`src/rtl/pipe_ctrl.sv`:
```
// Control and hazard unit for the 3-stage (IF/EX/WB) RV32I core: EX/WB instruction
// registers, reset fill / redirect flush / stall sequencing, datapath selects and counters.
module pipe_ctrl #(
  parameter logic [31:0] NOP_INST     = 32'h0000_0013,
  parameter int          FLUSH_CYCLES = 1
) (
  input  logic        clk,
  input  logic        rst,
  input  logic [31:0] if_inst,
  input  logic        branch_taken,
  input  logic        mem_stall,
  output logic        pc_hold,
  output logic [1:0]  jump_judge,
  output logic        reg1_judge,
  output logic [1:0]  reg2_judge,
  output logic        store_fwd,
  output logic [1:0]  wb_sel,
  output logic        reg_we,
  output logic [31:0] ex_inst,
  output logic [31:0] wb_inst,
  output logic        ex_valid,
  output logic        wb_valid,
  output logic [31:0] cycle_cnt,
  output logic [31:0] instret_cnt,
  output logic [1:0]  fsm_state
);

  localparam logic [1:0] S_FILL  = 2'd0;
  localparam logic [1:0] S_RUN   = 2'd1;
  localparam logic [1:0] S_FLUSH = 2'd2;

  localparam logic [1:0] FLUSH_LOAD = FLUSH_CYCLES[1:0];

  localparam logic [6:0] OP_R     = 7'b0110011;
  localparam logic [6:0] OP_I     = 7'b0010011;
  localparam logic [6:0] OP_LOAD  = 7'b0000011;
  localparam logic [6:0] OP_STORE = 7'b0100011;
  localparam logic [6:0] OP_BR    = 7'b1100011;
  localparam logic [6:0] OP_JAL   = 7'b1101111;
  localparam logic [6:0] OP_JALR  = 7'b1100111;
  localparam logic [6:0] OP_LUI   = 7'b0110111;
  localparam logic [6:0] OP_AUIPC = 7'b0010111;

  logic [1:0] state;
  logic [1:0] flush_cnt;

  logic [6:0] ex_op;
  logic [6:0] wb_op;
  logic [4:0] wb_rd;
  logic [4:0] ex_rs1;
  logic [4:0] ex_rs2;
  logic       ex_jump;
  logic       ex_branch;
  logic       redirect;
  logic       fwd_rs1;
  logic       fwd_rs2;
  logic       reads_rs1;

  assign ex_op  = ex_inst[6:0];
  assign wb_op  = wb_inst[6:0];
  assign wb_rd  = wb_inst[11:7];
  assign ex_rs1 = ex_inst[19:15];
  assign ex_rs2 = ex_inst[24:20];

  // mem_stall is a plain freeze, not a handshake: while high, nothing in this block
  // advances except cycle_cnt, and every decoded output tracks the frozen stages.
  assign pc_hold   = mem_stall;
  assign fsm_state = state;

  assign ex_jump   = ex_valid && (ex_op == OP_JAL || ex_op == OP_JALR);
  assign ex_branch = ex_valid && (ex_op == OP_BR);
  assign redirect  = ex_jump || (ex_branch && branch_taken);

  always_comb begin
    jump_judge = 2'b00;
    if (ex_jump) jump_judge = 2'b10;
    else if (ex_branch && branch_taken) jump_judge = 2'b11;
  end

  always_comb begin
    wb_sel = 2'b00;
    if (wb_valid) begin
      case (wb_op)
        OP_R, OP_I, OP_LUI, OP_AUIPC: wb_sel = 2'b01;
        OP_LOAD:                      wb_sel = 2'b10;
        OP_JAL, OP_JALR:              wb_sel = 2'b11;
        default:                      wb_sel = 2'b00;
      endcase
    end
  end

  assign reg_we  = (wb_sel != 2'b00) && (wb_rd != 5'd0);
  assign fwd_rs1 = wb_valid && reg_we && (wb_rd != 5'd0) && (wb_rd == ex_rs1);
  assign fwd_rs2 = wb_valid && reg_we && (wb_rd != 5'd0) && (wb_rd == ex_rs2);

  always_comb begin
    reads_rs1 = 1'b0;
    case (ex_op)
      OP_R, OP_I, OP_LOAD, OP_STORE, OP_BR, OP_JALR: reads_rs1 = 1'b1;
      default:                                       reads_rs1 = 1'b0;
    endcase
  end

  assign reg1_judge = ex_valid && reads_rs1 && fwd_rs1;
  assign store_fwd  = ex_valid && (ex_op == OP_STORE) && fwd_rs2;

  // Immediate-operand instructions take the imm path regardless of any hazard on rs2.
  always_comb begin
    reg2_judge = 2'b00;
    if (ex_valid) begin
      case (ex_op)
        OP_I, OP_LOAD, OP_STORE, OP_JALR, OP_LUI, OP_AUIPC, OP_JAL: reg2_judge = 2'b10;
        OP_R, OP_BR: reg2_judge = fwd_rs2 ? 2'b01 : 2'b00;
        default:     reg2_judge = 2'b00;
      endcase
    end
  end

  always_ff @(posedge clk) begin
    if (rst) begin
      state       <= S_FILL;
      flush_cnt   <= 2'd0;
      ex_inst     <= NOP_INST;
      wb_inst     <= NOP_INST;
      ex_valid    <= 1'b0;
      wb_valid    <= 1'b0;
      cycle_cnt   <= 32'd0;
      instret_cnt <= 32'd0;
    end else begin
      cycle_cnt <= cycle_cnt + 32'd1;
      if (!mem_stall) begin
        if (wb_valid) instret_cnt <= instret_cnt + 32'd1;
        wb_inst  <= ex_inst;
        wb_valid <= ex_valid;
        case (state)
          S_RUN: begin
            if (redirect) begin
              ex_inst  <= NOP_INST;
              ex_valid <= 1'b0;
              if (FLUSH_LOAD != 2'd0) begin
                state     <= S_FLUSH;
                flush_cnt <= FLUSH_LOAD;
              end
            end else begin
              ex_inst  <= if_inst;
              ex_valid <= 1'b1;
            end
          end
          S_FLUSH: begin
            ex_inst   <= NOP_INST;
            ex_valid  <= 1'b0;
            flush_cnt <= flush_cnt - 2'd1;
            if (flush_cnt <= 2'd1) state <= S_RUN;
          end
          default: begin
            // Fill slot: the synchronous IMEM has not produced a word yet.
            ex_inst  <= NOP_INST;
            ex_valid <= 1'b0;
            state    <= S_RUN;
          end
        endcase
      end
    end
  end

endmodule

```
`config.mk`:
```
export PLATFORM = sky130hd
export DESIGN_NAME = pipe_ctrl
export DESIGN_NICKNAME = d
export VERILOG_FILES = /design/src/rtl/pipe_ctrl.sv
export SDC_FILE = /design/constraint.sdc
export NUM_CORES = 1
export LEC_CHECK = 0
export ABC_AREA = 1
export CAP_MARGIN = 30
export CORE_AREA = 2 2 109 122
export DETAILED_ROUTE_END_ITERATION = 16
export DIE_AREA = 0 0 111 124
export HOLD_SLACK_MARGIN = 0.15
export PLACE_DENSITY = 0.84
export SETUP_SLACK_MARGIN = 0.2
export SLEW_MARGIN = 40
export SYNTH_ARGS = -nofsm -noshare
export SYNTH_HDL_FRONTEND = slang
export SYNTH_SLANG_ARGS = --single-unit
```
`constraint.sdc`:
```
create_clock -name clk -period 3.6 [get_ports clk]
set_clock_uncertainty 0.05 [all_clocks]
set_input_delay 0.9 -clock clk [delete_from_list [all_inputs] [get_ports clk]]
set_output_delay 0.9 -clock clk [all_outputs]
set_load 0.02 [all_outputs]
```
; After elaboration in Yosys (flattened, before gate mapping)
; Cells that the tools add are included.
; W data, S select, Z words.
[word_totals]
word_cells = 77
input_bits = 36
out_inout_bits = 142
regBits = 134
[classes]
muxes = 17
n_reduce_logical = 25
bitwise = 1
add_sub_neg = 3
n_eq_ne = 22
order_cmp = 1
[op_table]
columns = op, count
row1 = $add A32 B1 Y32 const B, 2
row2 = $mux W32, 2
row3 = $eq A7 B6 Y1 const B, 5
row4 = $eq A7 B7 Y1 const B, 5
row5 = $eq A7 B5 Y1 const B, 4
row6 = $eq A7 B2 Y1 const B, 2
row7 = $mux W2, 7
row8 = $logic_and A1 B1 Y1, 12
row9 = $pmux W2 S2, 3
row10 = $eq A5 B5 Y1, 2
row11 = $reduce_or A7 Y1, 1
row12 = $pmux W2 S3, 1
row13 = $reduce_and A3 Y1, 2
row14 = $reduce_or A6 Y1, 1
row15 = $reduce_bool A5 Y1, 1
row16 = $mux W1, 4
row17 = $ne A2 B2 Y1 const B, 2
row18 = $reduce_bool A2 Y1, 2
row19 = $reduce_or A2 Y1, 2
row20 = $reduce_or A4 Y1, 1
row21 = $eq A2 B1 Y1 const B, 1
row22 = $eq A2 B2 Y1 const B, 1
row23 = $le A2 B1 Y1 const B, 1
row24 = $logic_or A1 B1 Y1, 2
row25 = other kinds (3), 3

; Longest topological paths before layout
; Gate-level depths: netlist of run 1.
[logic_depth]
depth_word = 12
mapped_depth = 10
ltp_nobuf = 10

; Worst setup path after synthesis of run 1
; No wires, ideal clock.
[synth_path]
path_kind = in2out
startpoint = input branch_taken
endpoint = output jump_judge[0]
path_slack_ns = 0.968
arrival_ns = 1.682
t_required_ns = 2.650
n_path_buf = 0
stages = 2
cell_sequence = nand2_1 > nor4_1
[synth_between]
elab_chain_cells = 3
[synth_lines]
columns = element, line_no
row1 = from (decl), 10  ; input logic branch_taken,
row2 = $logic_and A1 B1 Y1, 77  ; else if (ex_branch && branch_taken) jump_judge = 2'b11;
row3 = $mux W2, 77
row4 = $mux W2, 76  ; if (ex_jump) jump_judge = 2'b10;
row5 = to (decl), 13  ; output logic [1:0] jump_judge,
; Every way passes these cells.

; Worst setup path after layout of run 1
[layout_path]
startpoint = input branch_taken
endpoint = output jump_judge[1]
; The elaborated chain is that of the path after synthesis.

==> reports/summary.txt, run 1 <==
CP max FO = 2
critical path class = input pin to output port
CP arrival = 2.33 ns
Post-Syn Area = 0.00638 mm2
post-synthesis sequential area ratio = 0.420
layout cells sized above 1 = 0.0721
# rows = 43
maximum vdd ir drop = 0.318 mV
total CTS buffers = 17
share of flip-flops with an asynchronous set or reset = 0
Antenna Nets Post-Route = 0
status = finished clean
CTS tree = yes
DRC = 0
routed len/inst = 14.5 um
Hold Vio Cnt, Final = 0
core area = 0.0124 mm2
Slew @ Worst Pin = 0.745 ns
Leak = 0.00337 uW
YS warnings = 0
Cells after Synth = 916
gr usage total = 0.267
post-synth net total = 955
number of global-route vias before repair = 6154
Crit. Startpoint = branch_taken
Setup WS post-layout = 0.323 ns
Nets = 1122
via count = 6697
initial core utilization = 0.514
max frequency = 305 MHz
Final Max Slew Viols = 0
Port-buffer cells = 177
Max Cap Violations = 0
Yosys reg bits = 134
CTS root buf = clkbuf_16
RSZ-0062 raised after global routing = no
io pins = 178
Synth-to-Final Area Change = 38.1%
Logic pwr share = 0.095
Hold Startpoint = ex_inst[28]
Final Cycle Share = 0.910
Final HPWL DP = 12600 um
GR Overflow Total = 0
Hold Path Class = register to register
Util after Layout = 0.709
prevailing post-synth register cell = dfxtp_1
largest net degree at the start of global routing = 73
Via density = 5.35
Pwr Density = 407 mW/mm2
H-tree levels = 4
Pint = 2720 uW
max_slew headroom = 0.502
synth unique cells = 38
pre-CTS setup slack = 0.257 ns
Pwr Total = 3590 uW
Clock Latency Late Sink = 0.42 ns
Critical Path Start Type = input pin
setup violators final = 0
Die Y = 124 um
P_sw = 871 uW
Die Area = 0.0138 mm2
CTS max path bufs = 2
switching portion of total power = 0.243
DRT Pass-1 Iters = 7
# diodes = 0
clock share of power = 0.470
post-CTS setup buffers = 0
Worst-path clk slew = 0.06 ns
wirelength, routed = 18100 um
initial antenna violation count = 0
CTS Sinks = 134
Final min period = 3.28 ns
number of enable flip-flop cells after synthesis = 0
Worst R2R Start = ex_inst[4]
Initial DRC Count = 563
Post-Syn Area per Cell = 6.97 um2
Hold Path Stages = 2
worst r2r path cells = 9
crit end category = output port
gpl congestion = 0.892
sequential share of power = 0.435
setup tns final = 0 ns
die width = 111 um
Worst Path Required = 2.65 ns
first-pass GRT wire length = 29600 um
==> layout by cell type, fill, tap and decap left out, types with 6 or more instances in the layout <==
cell type	synthesis	layout
nand2_1	189	189
xor2_1	7	7
o21ai_0	53	53
nor2_4	6	6
clkbuf_16	0	17
a21oi_1	85	85
inv_1	83	82
clkdlybuf4s50_1	0	174
nand3_1	78	78
nand4_1	13	13
nor3_1	18	18
nor2_1	158	157
dfxtp_1	134	134
==> sequential cells by signal, summed over array words and instances (netlist names) <==
name / count
ex_valid: 1
cycle_cnt: 32
wb_valid: 1
wb_inst: 32
ex_inst: 32
flush_cnt: 2
instret_cnt: 32
fsm_state: 2
==> power by group through the flow <==
stage / combinational (uW) / clock [uW] / sequential (uW)
final: 341 / 1690 / 1560
after global routing: 371 / 1780 / 1570
after CTS: 341 / 1710 / 1560
after detailed placement: 338 / 0 / 1590
after global placement: 334 / 0 / 1590
after floorplan: 143 / 0 / 1630
==> critical path: stages <==
cell	delay (ns)
clkdlybuf4s50_1	0.46
nand2_1	0.07
nor2_1	0.12
nand2_1	0.09
nand2_2	0.09
clkdlybuf4s50_1	0.60
==> cell usage after synthesis, types with 2 or more instances <==
library cell / instances / share of area
xor2_1: 7 / 0.0096
a21oi_1: 85 / 0.067
buf_1: 2 / 0.0012
nor3_1: 18 / 0.014
nor2_8: 3 / 0.0094
nand2_1: 189 / 0.11
nand4_1: 13 / 0.013
nand3b_1: 5 / 0.0059
nand2_4: 4 / 0.0071
nor2_2: 3 / 0.0029
clkbuf_1: 22 / 0.013
nand3_4: 4 / 0.011
nand3_2: 4 / 0.0063
buf_6: 3 / 0.0053
inv_2: 4 / 0.0024
inv_1: 83 / 0.049
and2_1: 3 / 0.0029
nor2_1: 158 / 0.093
ha_1: 3 / 0.0059
nor3_2: 4 / 0.0063
buf_2: 6 / 0.0047
nand3_1: 78 / 0.061
o21ai_0: 53 / 0.042
xnor2_1: 3 / 0.0041
dfxtp_1: 134 / 0.42
o21a_1: 4 / 0.0047
nand2_2: 3 / 0.0029
o21ai_1: 2 / 0.0016
or2_2: 2 / 0.0020
nor2_4: 6 / 0.011
==> metal layers <==
| metal | share of wire | GRT usage | vias up | routed length (um) |
|---|---|---|---|---|
| met5 | 0 | 0 | - | 0 |
| met4 | 0.026 | 0.111 | 0 | 470 |
| met3 | 0.092 | 0.0929 | 39 | 1660 |
| met2 | 0.48 | 0.458 | 280 | 8780 |
| met1 | 0.40 | 0.308 | 3071 | 7210 |
| li1 | - | - | 3307 | - |
==> kinds of logic (layout without fill, tap and decap cells) <==
kind of cell | after synthesis | after routing | synth area share
adders and majority gates | 3 | 3 | 0.00588
buffers and inverters | 121 | 300 | 0.0765
DFF | 134 | 134 | 0.420
xor gates and xnor gates | 10 | 10 | 0.0137
and+or+nand+nor | 502 | 502 | 0.367
AOI/OAI and AO/OA | 146 | 146 | 0.117
==> cell type report <==
cell class,instances,area (um2)
multi-input cells,661,3210
clock buffers,19,453
clock inverters,12,130
inverters,87,327
well taps,157,196
repair buffers,182,1810
fillers,1002,3610
flip-flops and latches,134,2680
==> repair_timing <==
item / 4_1_cts / 5_1_grt
hold buffers: 0 / 0
resized for setup: 0 / 2
setup endpoints to repair: 0 / 2
==> final timing paths <==
check | endpoint | slack, ns
setup / recovery | jump_judge[1] | 0.32
hold / removal | ex_inst[28] | 0.42
setup reg to reg | ex_inst[20] | 1.54
hold reg to reg | ex_inst[28] | 0.42
==> per-stage QoR <==
step / std cells / hold slack, ns / area [um2]
2_1_floorplan: 916 / 0.402 / 6380
3_3_place_gp: 1221 / 0.409 / 8230
3_5_place_dp: 1221 / 0.418 / 8230
4_1_cts: 1252 / 0.427 / 8810
5_1_grt: 1252 / 0.447 / 8820
6_report: 1252 / 0.423 / 8820
Note: power is estimated with default switching activity, not from simulation.
==> run 2, diff against run 1 <==
--- a/config.mk
+++ b/config.mk
@@ -5,11 +5,10 @@
 export SDC_FILE = /design/constraint.sdc
 export NUM_CORES = 1
 export LEC_CHECK = 0
-export ABC_AREA = 1
 export CAP_MARGIN = 30
-export CORE_AREA = 2 2 109 122
+export CORE_AREA = 2 2 105 118
 export DETAILED_ROUTE_END_ITERATION = 16
-export DIE_AREA = 0 0 111 124
+export DIE_AREA = 0 0 107 120
 export HOLD_SLACK_MARGIN = 0.15
 export PLACE_DENSITY = 0.84
 export SETUP_SLACK_MARGIN = 0.2
==> run 2 against run 1 <==
Critical path depth shrank 1. Worst setup slack lost 0.012 ns. Routed wire length shrank 11%. Via count shrank 19%. Worst hold slack gained 0.0031 ns. Global-route usage shrank 1.6 points. Register-to-register slack lost 0.48 ns. Sequential cell count is the same. Critical path type is now register to output port. Largest power group unchanged. Highest routed layer unchanged.
==> reports/summary.txt, run 2 <==
Yosys reg bits = 134
Synth-to-Final Area Change = 44.4%
Port-buffer cells = 177
Antenna Nets Post-Route = 0
DRT Pass-1 Iters = 5
via count = 5413
largest net degree at the start of global routing = 60
Final Max Slew Viols = 0
P_sw = 820 uW
prevailing post-synth register cell = dfxtp_1
core area = 0.0117 mm2
wirelength, routed = 16100 um
post-synthesis sequential area ratio = 0.470
clock share of power = 0.528
Yosys top cell by area = dfxtp_1
Finished Layout Cells = 939
# rows = 42
Final Cycle Share = 0.914
Leak = 0.00302 uW
synth unique cells = 48
total CTS buffers = 17
Fill cells = 831
sequential share of power = 0.410
initial antenna violation count = 0
post-CTS setup buffers = 0
crit end category = output port
CTS max path bufs = 2
H-tree levels = 4
setup violators final = 0
Max Cap Violations = 0
DRC = 0
initial core utilization = 0.487
Die Y = 120 um
Pwr Density = 455 mW/mm2
YS warnings = 0
Final min period = 3.29 ns
Post-Syn Area per Cell = 9.41 um2
Register Area = 0.00268 mm2
Synth area leaders = dfxtp_1 47%, mux2i_1 5.4%, a22o_1 4.4%, nor2_1 4.3%, xor2_1 3.7%
setup tns final = 0 ns
number of enable flip-flop cells after synthesis = 0
first-pass GRT wire length = 25900 um
share of flip-flops with an asynchronous set or reset = 0
Hold Vio Cnt, Final = 0
max frequency = 304 MHz
CP max FO = 4
Critical Path Start Type = register
CTS Sinks = 134
critical path class = register to output port
Initial DRC Count = 328
layout cells sized above 1 = 0.0777
Worst Path Required = 2.65 ns
most common cell after layout, fill and taps aside = clkdlybuf4s50_1
gpl congestion = 0.842
most frequent cells in the layout = 168 x clkdlybuf4s50_1, 134 x dfxtp_1, 65 x nor2_1
Worst-path clk slew = 0.06 ns
switching portion of total power = 0.219
post-synth net total = 646
Post-Syn Area = 0.00571 mm2
most frequent cells after synthesis = 134 x dfxtp_1, 65 x nor2_1, 38 x a21oi_1
status = finished clean
worst hold slack = 0.427 ns
io pins = 178
Final HPWL DP = 10900 um
die width = 107 um
Hold Path Class = register to register
Cells after Synth = 607
Slew @ Worst Pin = 0.766 ns
Die Area = 0.0128 mm2
Hold Buf Count CTS = 0
routed len/inst = 17.2 um
# diodes = 0
CTS root buf = clkbuf_16
worst r2r path cells = 4
CTS tree = yes
CP arrival = 2.34 ns
Nets = 811
Logic pwr share = 0.063
Via density = 5.76
Clock Latency Late Sink = 0.42 ns
Inst Count DP = 907
gr usage total = 0.251
Hold Path Stages = 1
RSZ-0062 raised after global routing = no
Yosys top cell area share = 0.470
multi-input logic area = 0.00283 mm2
Pint = 2930 uW
Pwr Total = 3750 uW
max_slew headroom = 0.488
number of global-route vias before repair = 5332
GR Overflow Total = 0
most frequent cell after synthesis = dfxtp_1
Util after Layout = 0.704
maximum vdd ir drop = 0.284 mV
[run 2: power by group through the flow]
stage	clock network, uW	logic (uW)	registers [uW]
2_1_floorplan	0	94.3	1590
3_3_place_gp	0	225	1570
3_5_place_dp	0	230	1570
4_1_cts	2000	233	1540
5_1_grt	2060	252	1540
6_report	1980	235	1540
[run 2: stage by stage]
stage | setup slack, ns | cell area (um2)
after floorplan | 0.506 | 5710
after global placement | 0.170 | 7550
after detailed placement | 0.145 | 7550
after CTS | 0.0891 | 8230
after global routing | 0.173 | 8250
final | 0.311 | 8250
[run 2: cell families (layout without fill, tap and decap cells)]
family                     Yosys count  count (layout)  synth area share
xor gates and xnor gates            34              34            0.0521
AOI/OAI and AO/OA                  119             119             0.144
buffers and inverters               52             230            0.0423
muxes                               36              36            0.0642
adders and majority gates            3               3           0.00657
DFF                                134             134             0.470
and+or+nand+nor                    229             229             0.221
[run 2: critical path, stage by stage (launching register included)]
cell and delay, ns:
dfxtp_1 0.33, or4_1 0.58, a211oi_4 0.30, o2111ai_2 0.20
nor4_2 0.30, clkbuf_2 0.21
[run 2: cell type report]
| cell class | instances | share of cell area |
|---|---|---|
| multi-input cells | 421 | 0.343 |
| flip-flops and latches | 134 | 0.325 |
| repair buffers | 184 | 0.220 |
| clock buffers | 17 | 0.0516 |
| clock inverters | 15 | 0.0303 |
| well taps | 154 | 0.0234 |
| inverters | 14 | 0.00637 |
[run 2: repair_timing]
action / CTS / global route
resized for setup: 7 / 11
endpoints found under the setup margin: 7 / 4
pin swaps: 0 / 1
[run 2: worst paths after layout]
kind | slack, ns | start | endpoint
worst max-delay path | 0.31 | wb_inst[2] | store_fwd
worst min-delay path | 0.43 | cycle_cnt[0] | cycle_cnt[0]
worst max register to register | 1.06 | wb_valid | instret_cnt[15]
worst min register to register | 0.43 | cycle_cnt[0] | cycle_cnt[0]
[run 2: per-layer routing]
metal  track usage  share of wire
met2         0.443           0.50
met1         0.273           0.39
met4         0.103          0.026
met5             0              0
met3        0.0875          0.076
==> run 3, diff against run 2 <==
--- a/config.mk
+++ b/config.mk
@@ -9,6 +9,7 @@
 export CORE_AREA = 2 2 105 118
 export DETAILED_ROUTE_END_ITERATION = 16
 export DIE_AREA = 0 0 107 120
+export GPL_ROUTABILITY_DRIVEN = 0
 export HOLD_SLACK_MARGIN = 0.15
 export PLACE_DENSITY = 0.84
 export SETUP_SLACK_MARGIN = 0.2
==> constraint.sdc (replaced) <==
create_clock -name clk -period 4 [get_ports clk]
set_clock_uncertainty 0.05 [all_clocks]
set_input_delay 1 -clock clk [delete_from_list [all_inputs] [get_ports clk]]
set_output_delay 1 -clock clk [all_outputs]
set_load 0.02 [all_outputs]
==> run 3 against run 2 <==
Sequential share of layout area increased by 0.52 points. Worst setup slack improved by 0.040 ns. Via count decreased by 0.31%. Combinational power decreased by 13%. Count of clock-buffer cells in the layout increased by 2. Worst hold slack improved by 0.0030 ns. Critical endpoint is now reg1_judge. Sequential power decreased by 10%. Largest cell class unchanged.
==> reports/summary.txt, run 3 (synthesized netlist as in run 2, its figures left out) <==
status = finished clean
core area = 0.0117 mm2
Worst-path clk slew = 0.06 ns
Final HPWL DP = 10800 um
most common cell after layout, fill and taps aside = clkdlybuf4s50_1
CTS Sinks = 134
crit end category = output port
worst hold slack = 0.430 ns
placed cell areas = 0.00753 mm2
wirelength, routed = 15900 um
Initial DRC Count = 251
Hold Vio Cnt, Final = 0
number of global-route vias before repair = 5212
Critical Path Start Type = register
maximum vdd ir drop = 0.223 mV
via count = 5396
Worst Path Buf+Inv = 1
# rows = 42
CTS root buf = clkbuf_16
Final min period = 3.65 ns
die width = 107 um
CP arrival = 2.60 ns
P_sw = 738 uW
critical path class = register to output port
RSZ-0062 raised after global routing = no
design area = 0.00812 mm2
GR Overflow Total = 0
Logic pwr share = 0.066
most frequent cells in the layout = 173 x clkdlybuf4s50_1, 134 x dfxtp_1, 65 x nor2_1
io pins = 178
initial core utilization = 0.487
largest net degree at the start of global routing = 77
Die Area = 0.0128 mm2
Clock Latency Late Sink = 0.41 ns
CP max FO = 4
layout cells sized above 1 = 0.0676
Antenna Nets Post-Route = 0
H-tree levels = 4
setup tns final = 0 ns
Via density = 5.75
initial antenna violation count = 0
CTS max path bufs = 2
switching portion of total power = 0.236
Leak = 0.00293 uW
Pwr Density = 385 mW/mm2
Final Max Slew Viols = 0
CP Cell Sequence = or4_1, a211oi_2, o2111ai_1, nor2_1, clkdlybuf4s50_1
DRT Pass-1 Iters = 5
routed len/inst = 16.9 um
Hold Path Class = register to register
total CTS buffers = 17
Pint = 2380 uW
first-pass GRT wire length = 25500 um
max_slew headroom = 0.476
Slew @ Worst Pin = 0.785 ns
Max Cap Violations = 0
CP max stage cell = clkdlybuf4s50_1
gr usage total = 0.245
setup violators final = 0
Crit path max-delay family = simple AND/OR/NAND/NOR gates
DRC = 0
CTS tree = yes
Port-buffer cells = 177
Final Cycle Share = 0.912
Nets = 810
sequential share of power = 0.443
Synth-to-Final Area Change = 42.1%
crit-path max cell delay = 0.62 ns
Worst Path Required = 2.95 ns
# diodes = 0
Die Y = 120 um
max frequency = 274 MHz
clock share of power = 0.492
==> run 3: final timing paths <==
| check | start | to | slack [ns] | depth (start not counted) |
|---|---|---|---|---|
| setup / recovery | wb_inst[3] | reg1_judge | 0.35 | 5 |
| hold / removal | cycle_cnt[0] | cycle_cnt[0] | 0.43 | 1 |
| hold reg to reg | cycle_cnt[0] | cycle_cnt[0] | 0.43 | 1 |
| setup reg to reg | cycle_cnt[5] | cycle_cnt[23] | 1.43 | 4 |
==> run 3: worst reg2reg max path: cells and delay by family (launching register included) <==
kind	cells	cell delay, ns
simple gates	3	1.58
flops	1	0.44
mux	1	0.39
==> run 3: metrics by stage <==
step / power (uW) / worst slack, ns / instances / util
after global placement: 1610 / 0.366 / 906 / 0.643
after global routing: 3220 / 0.223 / 938 / 0.693
final: 3120 / 0.350 / 938 / 0.693
after CTS: 3150 / 0.217 / 938 / 0.693
after floorplan: 1510 / 0.806 / 607 / -
after detailed placement: 1610 / 0.358 / 906 / 0.643
==> run 3: what timing repair did <==
item                       CTS  global route
setup buffers                0             0
setup endpoints to repair    2             1
hold buffers                 0             0
resized for setup            2             1
gates cloned                 0             0
==> run 3: layout make-up <==
cell class              instances  area, um2
fillers                       870       3600
well taps                     154        193
multi-input cells             421       2800
clock inverters                13        146
inverters                      14       52.6
flip-flops and latches        134       2680
clock buffers                  19        433
repair buffers                183       1810
==> run 3: power by group through the flow <==
stage | combinational (uW) | sequential, uW | clock (uW)
floorplan | 84.8 | 1430 | 0
global placement | 201 | 1410 | 0
detailed placement | 204 | 1410 | 0
CTS | 206 | 1380 | 1560
global route | 219 | 1380 | 1610
finish | 205 | 1380 | 1540
==> run 3: per-layer routing <==
| metal | track usage | vias to the layer above | wire, um |
|---|---|---|---|
| met5 | 0 | - | 0 |
| met4 | 0.0779 | 0 | 147 |
| met3 | 0.0798 | 14 | 1190 |
| met1 | 0.280 | 2609 | 6360 |
| li1 | - | 2563 | - |
| met2 | 0.429 | 210 | 8170 |
